===== config.mk =====
export PLATFORM = sky130hd
export DESIGN_NAME = ozixe_lut_cfg_ctrl
export DESIGN_NICKNAME = d
export VERILOG_FILES = /design/src/rtl/ozixe_lut_cfg_ctrl.sv
export SDC_FILE = /design/constraint.sdc
export NUM_CORES = 1
export LEC_CHECK = 0
export BUFFER_PORTS_ARGS = -buffer_cell sky130_fd_sc_hd__buf_4
export CORE_ASPECT_RATIO = 0.6
export CORE_MARGIN = 2
export CORE_UTILIZATION = 45
export DETAILED_ROUTE_END_ITERATION = 6
export PLACE_DENSITY = 0.71
export SETUP_SLACK_MARGIN = 0.15
export SLEW_MARGIN = 10
export SYNTH_ARGS = -nofsm -noshare
export SYNTH_HDL_FRONTEND = slang
export SYNTH_SLANG_ARGS = --single-unit

===== constraint.sdc =====
create_clock -name clk -period 2.1 [get_ports clk]
set_input_delay 0.105 -clock clk [delete_from_list [all_inputs] [get_ports clk]]
set_output_delay 0.105 -clock clk [all_outputs]
set_load 0.01 [all_outputs]

===== src/rtl/ozixe_lut_cfg_ctrl.sv =====
// ozixe_lut_cfg_ctrl: streams 16-bit INIT words into one LUT16 INIT memory.
// Optional CRC-16-CCITT trailer check when OZIXE_CFG_CRC_EN is defined.
//
// Ports:
//   clk, rst_n          clock, async active-low reset
//   start, lut_sel      load request + target LUT (sampled in IDLE)
//   abort               cancel an in-progress load
//   s_valid/s_ready     config word handshake, s_data word payload
//   mem_we/mem_lut/     INIT memory write port (one cycle after accept)
//   mem_addr/mem_wdata
//   busy, done, err     status: not idle, load-complete pulse, sticky error
//   lut_valid           per-LUT "INIT loaded" flags
module ozixe_lut_cfg_ctrl #(
  parameter  int LUT_COUNT = 16,
  parameter  int NWORDS    = 4096,
  localparam int SELW      = $clog2(LUT_COUNT),
  localparam int AW        = $clog2(NWORDS)
) (
  input  logic                 clk,
  input  logic                 rst_n,
  input  logic                 start,
  input  logic [SELW-1:0]      lut_sel,
  input  logic                 abort,
  input  logic                 s_valid,
  output logic                 s_ready,
  input  logic [15:0]          s_data,
  output logic                 mem_we,
  output logic [SELW-1:0]      mem_lut,
  output logic [AW-1:0]        mem_addr,
  output logic [15:0]          mem_wdata,
  output logic                 busy,
  output logic                 done,
  output logic                 err,
  output logic [LUT_COUNT-1:0] lut_valid
);

  typedef enum logic [1:0] {
    IDLE   = 2'd0,
    LOAD   = 2'd1,
    CHECK  = 2'd2,
    FINISH = 2'd3
  } state_t;

  localparam logic [SELW:0] LC   = (SELW+1)'(LUT_COUNT);
  localparam logic [AW-1:0] LAST = AW'(NWORDS - 1);

  state_t          state;
  state_t          state_n;
  logic [SELW-1:0] lut_q;
  logic [AW-1:0]   cnt;

  logic sel_ok;
  logic idle_go;
  logic idle_bad;
  logic abort_hit;
  logic ld_acc;

`ifdef OZIXE_CFG_CRC_EN
  logic [15:0] crc;
  logic        crc_bad;

  // Bit-serial CRC-16-CCITT, MSB first, no reflection.
  function automatic logic [15:0] crc16_upd(
    input logic [15:0] c,
    input logic [15:0] d
  );
    logic [15:0] r;
    r = c;
    for (int i = 15; i >= 0; i--) begin
      if (r[15] ^ d[i])
        r = {r[14:0], 1'b0} ^ 16'h1021;
      else
        r = {r[14:0], 1'b0};
    end
    return r;
  endfunction
`endif

  assign sel_ok = ({1'b0, lut_sel} < LC);
  assign busy   = (state != IDLE);
  assign done   = (state == FINISH);

  always_ff @(posedge clk or negedge rst_n) begin
    if (!rst_n)
      state <= IDLE;
    else
      state <= state_n;
  end

  always_comb begin
    state_n   = state;
    s_ready   = 1'b0;
    idle_go   = 1'b0;
    idle_bad  = 1'b0;
    abort_hit = 1'b0;
    ld_acc    = 1'b0;
`ifdef OZIXE_CFG_CRC_EN
    crc_bad   = 1'b0;
`endif
    unique case (state)
      IDLE: begin
        if (start && sel_ok) begin
          idle_go = 1'b1;
          state_n = LOAD;
        end else if (start) begin
          idle_bad = 1'b1;
        end
      end
      LOAD: begin
        s_ready = !abort;
        if (abort) begin
          abort_hit = 1'b1;
          state_n   = IDLE;
        end else if (s_valid) begin
          ld_acc = 1'b1;
          if (cnt == LAST) begin
`ifdef OZIXE_CFG_CRC_EN
            state_n = CHECK;
`else
            state_n = FINISH;
`endif
          end
        end
      end
      CHECK: begin
`ifdef OZIXE_CFG_CRC_EN
        s_ready = !abort;
        if (abort) begin
          abort_hit = 1'b1;
          state_n   = IDLE;
        end else if (s_valid) begin
          // Trailer word is the expected CRC; it is never written.
          if (s_data == crc) begin
            state_n = FINISH;
          end else begin
            crc_bad = 1'b1;
            state_n = IDLE;
          end
        end
`else
        state_n = IDLE;
`endif
      end
      FINISH: begin
        state_n = IDLE;
      end
      default: begin
        state_n = IDLE;
      end
    endcase
  end

  always_ff @(posedge clk or negedge rst_n) begin
    if (!rst_n) begin
      lut_q     <= '0;
      cnt       <= '0;
      err       <= 1'b0;
      lut_valid <= '0;
`ifdef OZIXE_CFG_CRC_EN
      crc       <= 16'hFFFF;
`endif
    end else begin
      if (idle_go) begin
        lut_q              <= lut_sel;
        cnt                <= '0;
        lut_valid[lut_sel] <= 1'b0;
`ifdef OZIXE_CFG_CRC_EN
        crc                <= 16'hFFFF;
`endif
      end
      if (ld_acc) begin
        // Power-of-two depth: natural wrap from LAST to 0.
        cnt <= cnt + 1'b1;
`ifdef OZIXE_CFG_CRC_EN
        crc <= crc16_upd(crc, s_data);
`endif
      end
      if (idle_go)
        err <= 1'b0;
      else if (idle_bad || abort_hit)
        err <= 1'b1;
`ifdef OZIXE_CFG_CRC_EN
      else if (crc_bad)
        err <= 1'b1;
`endif
      if (state == FINISH)
        lut_valid[lut_q] <= 1'b1;
    end
  end

  // Write port: registered one cycle behind acceptance, holds when idle.
  always_ff @(posedge clk or negedge rst_n) begin
    if (!rst_n) begin
      mem_we    <= 1'b0;
      mem_lut   <= '0;
      mem_addr  <= '0;
      mem_wdata <= '0;
    end else begin
      mem_we <= ld_acc;
      if (ld_acc) begin
        mem_lut   <= lut_q;
        mem_addr  <= cnt;
        mem_wdata <= s_data;
      end
    end
  end

endmodule


* Word level (Yosys, flattened, before mapping)
Cells that the tools add are included.
** Storage, ports and cells
- Flip-flop bits (word level) :: 68
- Bits of input ports :: 25
- Output and inout bits :: 53
** Cells by class
- Add/sub/neg operators :: 1
- Magnitude comparators :: 4
- Equality and inequality tests :: 7
- Muxes and demuxes :: 23
- Bitwise operators :: 3
- Reduce and logical (&&, ||, !) cells :: 9
** Operators with widths (number)
- $mux W16 :: 2
- $mux W12 :: 2
- $and A16 B16 Y16 :: 1
- $not A16 Y16 :: 1
- $or A16 B16 Y16 :: 1
- $add A12 B1 Y12 const B :: 1
- $eq A12 B12 Y1 const B :: 1
- $mux W1 :: 12
- $lt A4 B5 Y1 const B :: 2
- $demux W1 S4 :: 2
- $ge A4 B1 Y1 const B :: 2
- $mux W2 :: 4
- $ne A3 B3 Y1 const B :: 2
- $pmux W2 S3 :: 1
- $reduce_bool A2 Y1 :: 3
- $eq A2 B2 Y1 const B :: 2
- $reduce_and A3 Y1 :: 1
- $eq A2 B1 Y1 const B :: 1
- $logic_and A1 B1 Y1 :: 2
- $logic_not A2 Y1 :: 1
- $ne A2 B2 Y1 const B :: 1
- $reduce_or A2 Y1 :: 1
- $logic_not A1 Y1 :: 1

* Depth between registers and ports, before layout
Gate-level depths: netlist of the first run.
- Depth in word-level cells :: 9
- Gate-level depth with buffers :: 6

* Worst setup path after synthesis of the first run
Ideal clock, no wire load.
- Path kind :: register -> register
- From :: register state[1]
- To :: register lut_valid[4]
- Library setup time :: 123 ps
- Arrival time :: 1343 ps
- Required time :: 1977 ps
- Path slack :: 633 ps
- Stages on the path, launching flop included :: 5
- Cell sequence :: dfrtp_1 > or3b_4 > or3_4 > o21ai_1 > o21ai_1
** On the way
- Longest elaborated chain between the ends :: 5
- Elaborated cells on any way between the ends :: 6
- Classes of those cells :: eq/ne: 1; mux: 3; bitwise: 1; reduce/logical: 1
** RTL lines
- from (decl) :: line 47 : state_t state;
- from (signal assigned) :: line 87 : state <= state_n;
- $logic_not A2 Y1 :: line 100 : unique case (state)
- $mux W1 :: line 100
- $mux W16 :: line 163 : if (idle_go) begin
- $or A16 B16 Y16 (no source line)
- $mux W16 (*) :: line 186 : if (state == FINISH)
- to (signal assigned) :: line 158 : lut_valid <= '0;
- to (signal, indexed assignment) :: line 166 : lut_valid[lut_sel] <= 1'b0;
- to (signal, indexed assignment) :: line 187 : lut_valid[lut_q] <= 1'b1;
- to (decl) :: line 34 : output logic [LUT_COUNT-1:0] lut_valid
Mark *: on every way between the ends. The rest lies on a longest branch, timed or not.
A chain may end at the register's enable or synchronous reset.

* Worst setup path in the final report of the first run
- From :: register state[1]
- To :: register mem_addr[2]
** On the way
- Longest elaborated chain between the ends :: 2
** RTL lines
- $eq A2 B1 Y1 :: line 100
- $mux W1 :: line 100
- to (signal assigned) :: line 202 : mem_addr <= cnt;
- to (decl) :: line 29 : output logic [AW-1:0] mem_addr,
Every way passes these cells.

==> results of run 1 <==
sequential cells by signal (all words and copies together) (netlist names), 2 cells and up:
| signal | cells |
|---|---|
| mem_addr | 12 |
| mem_wdata | 16 |
| state | 2 |
| mem_lut | 4 |
| cnt | 12 |
| lut_q | 4 |
| lut_valid | 16 |
synth_stat cells, types with 2 or more instances:
cell type and n:
a21oi_1 5, and3_1 3, buf_6 4, clkbuf_1 4, dfrtp_1 68, inv_1 3
mux2_1 31, mux2_2 2, mux2i_1 4, nand2_1 23, nand2b_1 9, nand3_1 11
nand3b_1 2, nand4_1 4, nor2_1 4, nor3_1 2, o21ai_0 28, o21ai_1 6
o31ai_1 2, or2_1 2, or2_2 3
worst max-delay path, stage by stage (launching register included):
cell	delay, ns
dfrtp_1	0.45
and4bb_2	0.57
buf_4	0.27
mux2_1	0.34
final cells by class:
type	instances	share of cell area, %
inverter	3	0.2856
timing repair buffer	101	20.82
tap	84	2.666
clock buffer	12	3.935
clock inverter	4	2.412
sequential	68	43.16
multi-input combinational	154	26.72
final timing paths:
check / end / start / depth (start not counted) / slack (ns)
worst max-delay path: mem_addr[2] / state[1] / 3 / 0.34
worst min-delay path: lut_q[0] / lut_sel[0] / 3 / 0.02
min in group asynchronous: mem_wdata[14] / rst_n / 2 / 0.40
worst max register to register: mem_addr[2] / state[1] / 3 / 0.34
max in group asynchronous: lut_valid[11] / rst_n / 2 / 1.16
worst min register to register: mem_addr[6] / mem_addr[6] / 1 / 0.49
per-stage QoR:
step	cell area (um^2)	worst slack, ns	std cells	utilization, %
after floorplan	2834	0.6332	234	-
after global placement	3492	0.4114	390	57.15
after detailed placement	3492	0.3611	390	57.15
after CTS	3943	0.3412	426	64.52
after global routing	3943	0.2215	426	64.52
final	3943	0.3438	426	64.52
power breakdown:
part           internal, mW  leakage [nW]  switching (mW)
combinational         0.496         0.899           0.400
sequential             1.56         0.866           0.173
clock                 0.853         0.127           0.487
cell families after synthesis:
| group | Yosys count | share of synthesized area [%] |
|---|---|---|
| fa+ha+maj | 1 | 0.4414 |
| compound gates | 43 | 7.947 |
| xor+xnor | 1 | 0.3091 |
| simple gates | 72 | 13.95 |
| flops | 68 | 60.04 |
| buf+inv | 12 | 2.781 |
| mux | 37 | 14.53 |
timing repair:
item / 4_1_cts / 5_1_grt
endpoints found under the hold margin: 87 / 0
gates resized for setup: 0 / 0
hold buffers: 20 / 0
per-layer routing:
layer	vias to the layer above	global-route usage [%]
met1	1044	29.04
li1	1042	-
met4	0	6.331
met3	7	8.333
met2	81	28.85
met5	-	0
==> summary.md, run 1 <==
| Metric | Value |
|---|---|
| Die H | 65.47 um |
| VDD IR max | ~0.68 mV |
| Syn avg cell area | ~12 um^2 |
| Port Buffers | 77 |
| Slew Viols, Final | 0 |
| Final Power | 3.968 mW |
| Dpl hpwl | 4.298 mm |
| Core Area | about 6100 um^2 |
| Final Hold Vio Count | 0 |
| Synth Cell Area | approximately 2800 um^2 |
| Seq/Total Area, Yosys | 60.04% |
| Wire length on met2 | 2.616 mm |
| Post-synth ARST share | between 90% and 100% |
| RD Place Congestion | slightly above 0.8 |
| Starting Density | between 40% and 50% |
| Setup violations, final | 0 |
| Clock Latency Late Sink | roughly 0.34 ns |
| DRC | 0 |
| Max clock buf depth | 2 |
| Hold_ws | 0.02475 ns |
| Grt ovf | 0 |
| Yosys Warn Count | 0 |
| Via density | between 5 and 6 |
| Min Tclk post-route | 1.756 ns |
| Antenna-violating nets left | 0 |
| Post-synth top flop | dfrtp_1 |
| TritonCTS buffer count | 9 |
| First-pass GRT wire length | 10.89 mm |
| Critical path launch point type | flip-flop |
| RSZ-0062 raised after global routing | false |
| Leading area contributor after synthesis | dfrtp_1 |
| Max-cap violations | 0 |
| Tot GR Track Use | 20.51% |
| Multi-input logic area | between 1000 and 1500 um^2 |
| # fillers | between 500 and 600 |
| Sequential cell area | 1702 um^2 |
| Setup Buffers After CTS | 0 |
| Post-synth EDFFs | 0 |
| Total nets after synthesis | 260 |
| Nets@finish | around 360 |
| Largest net degree at the start of global routing | 69 |
| Seq cells post-synth | 68 |
| Via count | roughly 2200 |
| Final WL | 6.239 mm |
| Commonest non-fill, non-tap cell in the layout | buf_4 |
| Final Skew | between 0.006 and 0.007 ns |
| Layout cells sized above 1 | a little under a third |
| DRT iter0 DRCs | 79 |
| Final worst-path cycle share | between 80% and 90% |
| CTS tree | done |
| HP Class | input pin to flip-flop |
| Worst Path Required | between 2 and 2.5 ns |
| Unique masters post-synth | 35 |
| Worst EP arrival | ~2 ns |
| Top Metal Used | met4 |
| Initial antenna violation count | 0 |
| Lkg Pwr | between 1.5 and 2 nW |
| Synth top area share | 60.04% |
| Die Wd | 106.5 um |
| Worst slew pin tran | approximately 0.83 ns |
| CTS Sinks | slightly below 70 |
| Metal3 WL | 488 um |
| Fmax | between 500 and 600 MHz |
| Fin Setup TNS | 0 ns |
| Diode count | 0 |
| Clk slew on worst S/H paths | approximately 0.070 ns |
| Full die area | roughly 7000 um^2 |
| Vias in the first global route | about 2200 |
| Status | complete, no violations |
| PwrDens | between 1000 and 1500 nW/um^2 |
| Commonest cells after routing, fill and taps aside | buf_4, dfrtp_1, mux2_1 |
| Setup CP Type | flip-flop to flip-flop |
| Synth-to-Final Area Change | 39.12% |
| Worst Setup End Kind | flip-flop |
| Pre-antenna DRT Iters | 4 |
| Maximum fanout along the worst path | 15 |
| Largest cells by area after synthesis | dfrtp_1, mux2_1, o21ai_0, nand2_1, nand2b_1 |
| H-tree depth | 3 |
| Cells after Synth | 234 |
| WL met1 | roughly 3 mm |
| # rows | 22 |
| DR WL/cell | between 10 and 15 um |
| Slew HR | between 40 and 50% |
| Root buffer cell | clkbuf_8 |
| IO Count | just under 80 |
Power figures use the tool's default switching activity.
==> inputs of run 2 (changes only) <==
clock period = 1.7 ns   (was 2.1 ns; I/O delays follow)
==> run 2 against run 1 <==
Against the previous run: clock-buffer cell count grew 1; non-clock buffer count grew 9; fmax grew 13%; critical path depth rose by 1; setup slack worse by 0.20 ns; register-to-register slack got worse by 0.20 ns; total power is 14% higher; clock skew shrank 0.0018 ns; cell area increased by 1.1%.
==> summary.md, run 2 (synthesized netlist as in run 1, its figures left out) <==
| Metric | Value |
|---|---|
| Status | complete, no violations (unchanged) |
| Diode count | 0 (unchanged) |
| Fin Setup TNS | 0 ns (unchanged) |
| Worst Path Required | 1.92 ns (was 2.32 ns) |
| Maximum fanout along the worst path | 5 (was 15) |
| Worst Setup SP | state[1] (unchanged) |
| Final Power | 4.542 mW (was 3.968 mW) |
| Clock Latency Late Sink | 0.34 ns (about the same) |
| Antenna-violating nets left | 0 (unchanged) |
| Min-delay src | abort (was lut_sel[0]) |
| Vias in the first global route | 2210 (was 2204) |
| # rows | 22 (unchanged) |
| CTS tree | done (unchanged) |
| Final core occ | 65.21% (was 64.52%) |
| IO Count | 78 (unchanged) |
| VDD IR max | 0.6194 mV (was 0.6788 mV) |
| PwrDens | 1140 nW/um^2 (was 1006 nW/um^2) |
| Final Skew | 0.004244 ns (was 0.006072 ns) |
| Biggest regs | lut_valid (16), mem_wdata (16) (unchanged) |
| Min Tclk post-route | 1.554 ns (was 1.756 ns) |
| Die Wd | 106.5 um (unchanged) |
| Worst Setup End Kind | flip-flop (unchanged) |
| Reg2reg start | state[1] (unchanged) |
| Initial antenna violation count | 0 (unchanged) |
| Commonest non-fill, non-tap cell in the layout | buf_4 (unchanged) |
| Via density | 5.090 (was 5.103) |
| Pre-antenna DRT Iters | 4 (unchanged) |
| DR WL/cell | 14.86 um (was 14.65 um) |
| Port Buffers | 77 (unchanged) |
| Gr busiest metal | met2 (was met1) |
| Setup CP Type | flip-flop to flip-flop (unchanged) |
| CTS Sinks | 68 (unchanged) |
| Slew Viols, Final | 0 (unchanged) |
| Setup violations, final | 0 (unchanged) |
| Core Area | 6111 um^2 (unchanged) |
| Final WL | 6.448 mm (was 6.239 mm) |
| Worst EP arrival | 1.77 ns (was 1.98 ns) |
| TritonCTS buffer count | 9 (unchanged) |
| Commonest cells after routing, fill and taps aside | buf_4, dfrtp_1, mux2_1 (unchanged) |
| Grt ovf | 0 (unchanged) |
| # fillers | 496 (was 505) |
| Critical path launch point type | flip-flop (unchanged) |
| Die H | 65.47 um (unchanged) |
| H-tree depth | 3 (unchanged) |
| Max-cap violations | 0 (unchanged) |
| Full die area | 6969 um^2 (unchanged) |
| RD Place Congestion | 0.8344 (was 0.8304) |
| Layout cells sized above 1 | 32.29% (was 30.99%) |
| Worst slew pin tran | 0.3744 ns (was 0.8320 ns) |
| Tot GR Track Use | 20.71% (was 20.51%) |
| RSZ-0062 raised after global routing | true (was false) |
| Via count | 2209 (was 2174) |
| Fmax | 643.7 MHz (was 569.4 MHz) |
| Root buffer cell | clkbuf_8 (unchanged) |
| HP Class | input pin to flip-flop (unchanged) |
| Met2 usage | 31.49% (was 28.85%) |
| Synth-to-Final Area Change | 40.62% (was 39.12%) |
| Largest net degree at the start of global routing | 30 (was 69) |
| Final Hold Vio Count | 0 (unchanged) |
| Nets@finish | 372 (was 363) |
| DRT iter0 DRCs | 94 (was 79) |
| Clk slew on worst S/H paths | 0.07 ns (about the same) |
| First-pass GRT wire length | 10.94 mm (was 10.89 mm) |
| DRC | 0 (unchanged) |
| Dpl hpwl | 4.440 mm (was 4.298 mm) |
| Max clock buf depth | 2 (unchanged) |
| Lkg Pwr | 1.906 nW (was 1.891 nW) |
| Starting Density | 46.38% (unchanged) |
| GRT met3 Usage | 7.837% (was 8.333%) |
| Final worst-path cycle share | 91.39% (was 83.63%) |
| Slew HR | 75.04% (was 44.53%) |
| Met1 usage | 27.26% (was 29.04%) |
## run 2: timing repair
item                       CTS  global route
hold endpoints to repair    72             0
buffers inserted             4             0
hold buffers                21             0
resized for setup            2             9
pin swaps                    0             2
setup endpoints to repair   18            21
cloned                       0             0
## run 2: stage by stage
step	hold WS, ns	instances	instance area (um^2)	worst slack [ns]
floorplan	-0.2106	234	2834	0.2332
global placement	0.03110	394	3547	0.1644
detailed placement	0.03256	394	3547	0.1233
CTS	0.04369	434	3976	0.1605
global route	0.06225	434	3985	0.1250
finish	0.06008	434	3985	0.1465
## run 2: critical path, cell delays in order (launching register included)
cell and delay [ns]:
dfrtp_1 0.42, or3b_4 0.44, or3_4 0.35, o21ai_1 0.15
o21ai_1 0.08
## run 2: final cells by class
cell class | count | area, um^2 | area share, %
inverter | 3 | 11.26 | 0.2826
sequential | 68 | 1703 | 42.73
timing repair buffer | 110 | 915.9 | 22.98
multi-input combinational | 154 | 1066 | 26.75
clock buffer | 13 | 148.9 | 3.736
tap | 84 | 105.1 | 2.637
clock inverter | 2 | 35.03 | 0.8791
## run 2: report_power, final
part / internal [mW] / switching [mW]
registers: 1.93 / 0.207
logic: 0.644 / 0.506
clock network: 0.709 / 0.548
## run 2: path summary, 6_finish.rpt
check                      slack, ns  cells past startpoint       endpoint
hold reg to reg                 0.49                      1   mem_wdata[7]
setup / recovery                0.15                      4   lut_valid[0]
setup reg to reg                0.15                      4   lut_valid[0]
min in group asynchronous       0.20                      2   mem_wdata[2]
max in group asynchronous       0.98                      3  lut_valid[15]
hold / removal                  0.06                      3            err
## run 2: per-layer routing
layer | vias up | part of all wire, % | wire (um)
li1 | 1052 | - | -
met4 | 0 | 1.5 | 97
met3 | 10 | 8.3 | 532
met5 | - | 0 | 0
met2 | 80 | 44 | 2832
met1 | 1067 | 46 | 2986
